$ cat src/rtl/multi_width_counter_bank_pkg.sv
// Shared encodings and the per-channel width rule for the multi-width counter bank.
// Imported by the RTL and by the bench so both derive channel widths the same way.
package multi_width_counter_bank_pkg;

   localparam logic MODE_WRAP = 1'b0;
   localparam logic MODE_SAT  = 1'b1;
   localparam logic DIR_UP    = 1'b1;
   localparam logic DIR_DOWN  = 1'b0;

   // Width of channel i: each channel is step_w bits wider than the previous one.
   function automatic int wi(input int i, input int base_w, input int step_w);
      return base_w + i * step_w;
   endfunction

endpackage

$ cat src/rtl/multi_width_counter_bank_channel.sv
// One up/down counter of width W with parallel load and wrap/saturate boundaries.
// tc_evt flags, combinationally, an enabled step that starts at the boundary in its direction.
module counter_channel
   import multi_width_counter_bank_pkg::*;
#(
   parameter int W = 5
) (
   input  logic         clk,
   input  logic         rst_n,
   input  logic         cmd_en,
   input  logic         load,
   input  logic [W-1:0] load_val,
   input  logic         en,
   input  logic         up_down,
   input  logic         sat_mode,
   output logic [W-1:0] count,
   output logic         tc_evt
);

   logic [W-1:0] count_reg;
   logic [W-1:0] count_next;
   logic         at_max;
   logic         at_min;
   logic         step;

   assign at_max = &count_reg;
   assign at_min = ~|count_reg;
   // Load wins over stepping, so a load cycle never raises an event.
   assign step   = cmd_en & ~load & en;
   assign tc_evt = step & (((up_down == DIR_UP) & at_max) | ((up_down == DIR_DOWN) & at_min));

   always_comb begin
      count_next = count_reg;
      if (cmd_en && load) begin
         count_next = load_val;
      end else if (step) begin
         if (up_down == DIR_UP) begin
            if (!at_max) begin
               count_next = count_reg + 1'b1;
            end else if (sat_mode == MODE_WRAP) begin
               count_next = '0;
            end
         end else begin
            if (!at_min) begin
               count_next = count_reg - 1'b1;
            end else if (sat_mode == MODE_WRAP) begin
               count_next = '1;
            end
         end
      end
   end

   always_ff @(posedge clk or negedge rst_n) begin
      if (!rst_n) begin
         count_reg <= '0;
      end else begin
         count_reg <= count_next;
      end
   end

   assign count = count_reg;

endmodule

$ cat src/rtl/multi_width_counter_bank.sv
// Bank of NUM_CH up/down counters of increasing width, addressed one at a time via sel.
// Readback is combinational and zero-extended; the terminal-count pulse is registered.
module multi_width_counter_bank
   import multi_width_counter_bank_pkg::*;
#(
   parameter int NUM_CH = 4,
   parameter int BASE_W = 5,
   parameter int STEP_W = 1,
   parameter int SEL_W  = 2,
   parameter int OUT_W  = 8
) (
   input  logic             clk,
   input  logic             rst_n,
   input  logic             en,
   input  logic             up_down,
   input  logic             sat_mode,
   input  logic             load,
   input  logic [OUT_W-1:0] load_val,
   input  logic [SEL_W-1:0] sel,
   output logic [OUT_W-1:0] yout,
   output logic             tc,
   output logic [SEL_W-1:0] tc_ch
);

   logic [OUT_W-1:0]  count_ext [NUM_CH];
   logic [NUM_CH-1:0] tc_evt_vec;
   logic              tc_reg;
   logic [SEL_W-1:0]  tc_ch_reg;

   generate
      for (genvar gi = 0; gi < NUM_CH; gi++) begin : g_ch
         localparam int W = wi(gi, BASE_W, STEP_W);
         logic [W-1:0] count_w;
         logic         cmd_en_w;

         // Out-of-range sel values match no channel, so those commands fall away.
         assign cmd_en_w = (sel == SEL_W'(gi));

         counter_channel #(
            .W(W)
         ) u_channel (
            .clk      (clk),
            .rst_n    (rst_n),
            .cmd_en   (cmd_en_w),
            .load     (load),
            .load_val (load_val[W-1:0]),
            .en       (en),
            .up_down  (up_down),
            .sat_mode (sat_mode),
            .count    (count_w),
            .tc_evt   (tc_evt_vec[gi])
         );

         assign count_ext[gi] = OUT_W'(count_w);
      end
   endgenerate

   always_comb begin
      yout = '0;
      for (int i = 0; i < NUM_CH; i++) begin
         if (sel == SEL_W'(i)) begin
            yout = count_ext[i];
         end
      end
   end

   // Only the addressed channel can raise an event, so sel names its source.
   always_ff @(posedge clk or negedge rst_n) begin
      if (!rst_n) begin
         tc_reg    <= 1'b0;
         tc_ch_reg <= '0;
      end else begin
         tc_reg <= |tc_evt_vec;
         if (|tc_evt_vec) begin
            tc_ch_reg <= sel;
         end
      end
   end

   assign tc    = tc_reg;
   assign tc_ch = tc_ch_reg;

endmodule

$ cat config.mk
export PLATFORM = sky130hd
export DESIGN_NAME = multi_width_counter_bank
export DESIGN_NICKNAME = d
export VERILOG_FILES = /design/src/rtl/multi_width_counter_bank_pkg.sv /design/src/rtl/multi_width_counter_bank_channel.sv /design/src/rtl/multi_width_counter_bank.sv
export SDC_FILE = /design/constraint.sdc
export NUM_CORES = 1
export LEC_CHECK = 0
export CAP_MARGIN = 10
export CORE_UTILIZATION = 65
export CTS_BUF_LIST = sky130_fd_sc_hd__clkbuf_2
export CTS_CLUSTER_DIAMETER = 120
export DETAILED_ROUTE_END_ITERATION = 8
export PLACE_DENSITY = 0.9
export SYNTH_ARGS = -nofsm -noshare
export SYNTH_HDL_FRONTEND = slang
export SYNTH_SLANG_ARGS = --single-unit
$ cat constraint.sdc
create_clock -name clk -period 3.69 [get_ports clk]
set_input_delay 0.369 -clock clk [delete_from_list [all_inputs] [get_ports clk]]
set_output_delay 0.369 -clock clk [all_outputs]
set_load 0.01 [all_outputs]
[Word level (Yosys, flattened, before mapping)]
Index checks and enable logic that the tools add are counted.
Cells by class
  eq/ne operators: 11
  reductions and logical operators: 26
  $add $sub $neg: 8
  muxes and demuxes: 32
  bitwise logic cells: 26
Operators with widths (number)
  8-bit two-way mux: 9
  7-bit two-way mux: 7
  6-bit two-way mux: 8
  5-bit two-way mux: 8
  1-bit AND: 20
  4-bit by 2-bit != test with 1-bit output (second input constant): 4
  4-bit != test (second input constant): 4
  3-bit AND reduction: 4
  8-bit by 1-bit adder with 8-bit output (second input constant): 1
  8-bit AND reduction: 1
  2-bit nonzero test: 4
  8-bit OR reduction: 1
  8-bit by 1-bit subtractor with 8-bit output (second input constant): 1
  7-bit by 1-bit adder with 7-bit output (second input constant): 1
  7-bit AND reduction: 1
  7-bit OR reduction: 1
  7-bit by 1-bit subtractor with 7-bit output (second input constant): 1
  6-bit by 1-bit adder with 6-bit output (second input constant): 1
  6-bit AND reduction: 1
  6-bit OR reduction: 1
  6-bit by 1-bit subtractor with 6-bit output (second input constant): 1
  5-bit by 1-bit adder with 5-bit output (second input constant): 1
  5-bit AND reduction: 1
  5-bit OR reduction: 1
  9 further kinds: 20
Storage, ports and cells
  input bits: 16
  logic and storage cells: 109
  output and inout port bits: 11
  register bits after elaboration: 29

[Longest topological paths before layout]
  depth after elaboration: 6
  depth in mapped cells: 9
  depth with buffers taken out: 9

[Modules after synthesis]
Synthesis repeated with hierarchy kept, for this count alone.
Second synthesis, totals
  cells, all modules: 348
  area total of the unflattened synthesis: 3034.2 sq um
By module, submodules not included
  counter_channel (g_ch[3].u_channel): area each 850.8 sq um, seq. area each 200.2 sq um, cells each 105, times used 1
  counter_channel (g_ch[2].u_channel): area each 724.4 sq um, seq. area each 175.2 sq um, cells each 85, times used 1
  counter_channel (g_ch[1].u_channel): area each 644.4 sq um, seq. area each 150.1 sq um, cells each 76, times used 1
  counter_channel (g_ch[0].u_channel): area each 475.5 sq um, seq. area each 125.1 sq um, cells each 59, times used 1
  multi_width_counter_bank: area each 339.1 sq um, seq. area each 75.1 sq um, cells each 23, times used 1

[Least setup slack after synthesis]
OpenSTA, ideal clock, no wires.
  kind: reg-to-reg
  start point: register g_ch[0].u_channel.count_reg[0]
  end point: register g_ch[0].u_channel.count_reg[2]
  required time: 3.565 ns
  path buffers: 0
  path slack: 1.530 ns
  clock period less this slack: 2.160 ns
  stages on the path, launching flop included: 10
  arrival: 2.035 ns
  library setup time: 0.125 ns
  cell sequence: dfrtp_1 > ha_1 > and3_1 > ha_1 > nand2_1 > o21ai_2 > a21oi_2 > mux2i_1 > nand3_1 > mux2_2
On the way
  cells in the longest elaborated chain, start to end: 5
  elaborated cells on any way between the ends: 12
  classes of those cells: 2 x add/sub; 2 x eq/ne; 5 x mux; 3 x reduce/logical
Ends and longest elaborated chain
  from (decl): line multi_width_counter_bank_channel.sv:20  | logic [W-1:0] count_reg;
  from (signal assigned): line multi_width_counter_bank_channel.sv:57  | count_reg <= count_next;
  5-bit by 1-bit subtractor with 5-bit output, or another cell as far along: line multi_width_counter_bank_channel.sv:45  | count_next = count_reg - 1'b1;
  5-bit two-way mux (on tied branches): line multi_width_counter_bank_channel.sv:44, multi_width_counter_bank_channel.sv:38
  5-bit two-way mux: line multi_width_counter_bank_channel.sv:37  | if (up_down == DIR_UP) begin
  5-bit two-way mux: line multi_width_counter_bank_channel.sv:36  | end else if (step) begin
  5-bit two-way mux: line multi_width_counter_bank_channel.sv:34  | if (cmd_en && load) begin
Several ways; a longest one is shown, not always the timed one. The select of a mux whose other input is x is not followed.
A chain may end at the register's enable or synchronous reset.

[Worst setup path in the final report]
  start point: input port sel[0]
  end point: output port yout[2]
On the way
  cells in the longest elaborated chain, start to end: 5
  elaborated cells on any way between the ends: 8
  classes of those cells: 3 x eq/ne; 4 x mux; 1 x reduce/logical
Ends and longest elaborated chain
  from (decl): line multi_width_counter_bank.sv:19  | input logic [SEL_W-1:0] sel,
  2-bit logical NOT: line multi_width_counter_bank.sv:61  | if (sel == SEL_W'(i)) begin
  5-bit two-way mux: line multi_width_counter_bank.sv:61
  6-bit two-way mux: line multi_width_counter_bank.sv:61
  8-bit two-way mux: line multi_width_counter_bank.sv:61
  8-bit two-way mux *: line multi_width_counter_bank.sv:61
  to (decl): line multi_width_counter_bank.sv:20  | output logic [OUT_W-1:0] yout,
Mark *: on every way between the ends. The rest lies on a longest branch, timed or not.

==> out/summary.txt <==
Fill cell total of the finished layout - 294
FFs w/ async S/R, synth - 1.000
Flops & latches, synth - 29
Vias in the first global route - 2482
Max reg flops - 26
Syn Std Cell Area - 2838 µm²
Die H - 68.08 µm
Arr. time, crit path - 2.42 ns
Top cells by area, synth - dfrtp_1 26%, ha_1 5.3%, nand2_1 4.6%
Clock tree buffer depth - 2
Clock Power Share - 0.126
Clk slew on worst S/H paths - 0.17 ns
Port bufs - 26
Hold slack - 0.3355 ns
Share of the synthesized area in the top cell type - 0.2557
PwrDens - 439.5 nW/µm²
Slew HR - 0.4904
First-pass GRT wire length - 12.39 mm
Non-filler cells, final - 405
# IOs - 27
DP Wirelength - 5.416 mm
Status - complete, no violations
Mean Syn Cell Area - 8.249 µm²
Register area share after synthesis - 0.2557
Routed vias - 2833
Post-route DRC violation count - 0
Multi-input logic area - 1917 µm²
Comb power frac - 0.445
Pre-CTS WS - 0.9151 ns
CP Class - primary input to output pin
CTS tree - yes
Critical Path RT - 3.32 ns
RR Startpoint - g_ch[0].u_channel.count[0]
LEAKAGE - 0.001280 µW
Cts bufs inserted - 5
Synth unique cells - 70
Worst setup margin - 0.9021 ns
Diode count - 0
Post-synthesis simple-gate area fraction - 0.2562
Hold_buf cts - 0
Setup bufs post-CTS - 0
DRT iter0 DRCs - 311
Ys Warns - 0
Startpoint types - primary input
Worst-Margin Slew - 0.7643 ns
Reg2reg end - g_ch[0].u_channel.count[2]
Num Clock Sinks - 29
Cells after synthesis - 344
Drt wl/cell - 18.88 µm
Largest family of logic cells by synthesized area - simple AND/OR/NAND/NOR gates
Area growth syn-to-layout - 9.171%
Synth Area in Compound Gates - 0.2399
Fin nets - 382
Worst setup EP type - output pin
Synth area leader - dfrtp_1
Worst skew pair latency - 0.40 ns
CTS H-tree lvls - 2
Die Area - 4634 µm²
FF-to-FF setup slack - 1.18 ns
Final Max Tran Viols - 0
Post-DRT Antenna Nets - 0
Final Hold Fails - 0
Final period utilization - 0.7555
Setup_tns - 0 ns
Placed insts - 397
Post-synth net total - 372
Max frequency - 358.7 MHz
Detailed Routing Iterations Pass 1 - 4
Final number of setup-violating endpoints - 0
Post-synth EDFFs - 0
Reg area - 725.7 µm²
Antenna violations before repair - 0
Max FO, Critical Path - 16
Mux cell area share after synthesis - 0.09568
GRT Total Usage - 0.3661
Die Wd - 68.08 µm
Sw Share - 0.4421
Post-layout min period - 2.788 ns
Worst Skew - 0.01806 ns
Maxcap violations - 0
RSZ-0062 raised after global routing - false
# rows - 23
Peak supply drop - 316.8 µV
Share of cells above drive strength 1 - 0.1127
Final WL - 7.648 mm
Sw power - 602.0 µW
Initial core utilization - 0.6944
Core box area - 4086 µm²
Global placement routability congestion - 0.9485
Worst hold path class - primary input to async pin
Top FF cell, synth - dfrtp_1
Post-Synth Adder-Cell Area - 0.05291
Pin count of the biggest net entering global routing - 43
P_int - 759.7 µW
Vias per cell - 6.995
GR Overflow Total - 0
Root buf cell - clkbuf_2
Post_cts resized - 0
R2R cell count - 9
Synth Area in XOR/XNOR - 0.03086
Seq pwr share - 0.428
## critical path: stages
cell	delay, ns
clkdlybuf4s50_1	0.91
mux4_1	0.64
clkdlybuf4s50_1	0.49
## cells by family after synthesis
kind of cell | after synthesis
AND/OR/NAND/NOR | 134
buffers and inverters | 44
adder cells (fa/ha/maj) | 12
AO/OA/AOI/OAI | 96
multiplexers | 19
flip-flops | 29
XOR/XNOR | 10
## synth_stat cells (all sizes together), types with 8 or more instances
library cell	number
buf	13
nor2	15
nor3	9
nor2b	9
and3	10
clkbuf	15
ha	12
dfrtp	29
a21oi	17
inv	16
nand3	17
nand2	35
o21ai	26
mux2i	8
## worst max path at each step
stage | from | to | slack (ns) | cells past startpoint
final | sel[0] | yout[2] | 0.90 | 3
after global routing | sel[0] | yout[2] | 0.82 | 3
after CTS | sel[0] | yout[2] | 0.92 | 3
after detailed placement | sel[0] | yout[2] | 0.92 | 3
after global placement | sel[0] | yout[2] | 0.98 | 3
after floorplan | g_ch[0].u_channel.count[0] | g_ch[0].u_channel.count[2] | 1.53 | 9
## cell usage in the layout (no fill, tap or decap), types with 3 or more instances in the layout
cell type / Yosys / layout
nor3b_1: 4 / 4
nor2_1: 14 / 14
mux2_2: 4 / 4
clkbuf_2: 0 / 6
mux4_2: 4 / 4
a221o_1: 3 / 3
clkdlybuf4s50_1: 0 / 25
mux2i_1: 8 / 8
a21oi_1: 15 / 15
buf_4: 1 / 5
nand2b_1: 7 / 7
ha_1: 12 / 12
xnor2_1: 6 / 6
a32oi_1: 3 / 3
dfrtp_1: 29 / 29
nor3_1: 8 / 8
xor2_1: 4 / 4
inv_1: 16 / 16
o211ai_1: 4 / 4
o31ai_1: 7 / 7
and3_1: 10 / 10
nor2b_1: 9 / 9
nand2_1: 35 / 35
nand3_1: 17 / 17
a22oi_1: 3 / 3
or2_2: 4 / 4
o21ai_0: 24 / 24
a311oi_1: 3 / 3
and2_1: 3 / 3
nand4_1: 6 / 6
a31oi_1: 3 / 3
nor4_1: 3 / 3
## per-layer routing
metal	routed length, µm	vias to the layer above	GRT usage
met1	3130	1333	0.5021
li1	-	1302	-
met2	3516	170	0.5613
met4	256	0	0.1536
met3	745	28	0.06833
met5	0	-	0
## area by class of cell
class / count / share of cell area
multi-input cells: 271 / 0.6187
flip-flops and latches: 29 / 0.2342
repair buffers: 31 / 0.09451
well taps: 50 / 0.02019
inverters: 16 / 0.01939
clock buffers: 6 / 0.009693
clock inverters: 2 / 0.003231
## through the flow
stage               utilization  power [µW]  area [µm²]
floorplan                     -        1000        2838
global placement         0.7483        1152        3058
detailed placement       0.7483        1177        3058
CTS                      0.7581        1348        3098
global route             0.7581        1460        3098
finish                   0.7581        1362        3098
## power groups by stage
stage | Clock (µW) | Sequential (µW) | Combinational, µW
CTS | 172 | 573 | 603
global placement | 0 | 576 | 576
floorplan | 0 | 461 | 539
detailed placement | 0 | 579 | 598
finish | 172 | 583 | 607
global route | 186 | 595 | 679
Power figures use the tool's default switching activity.
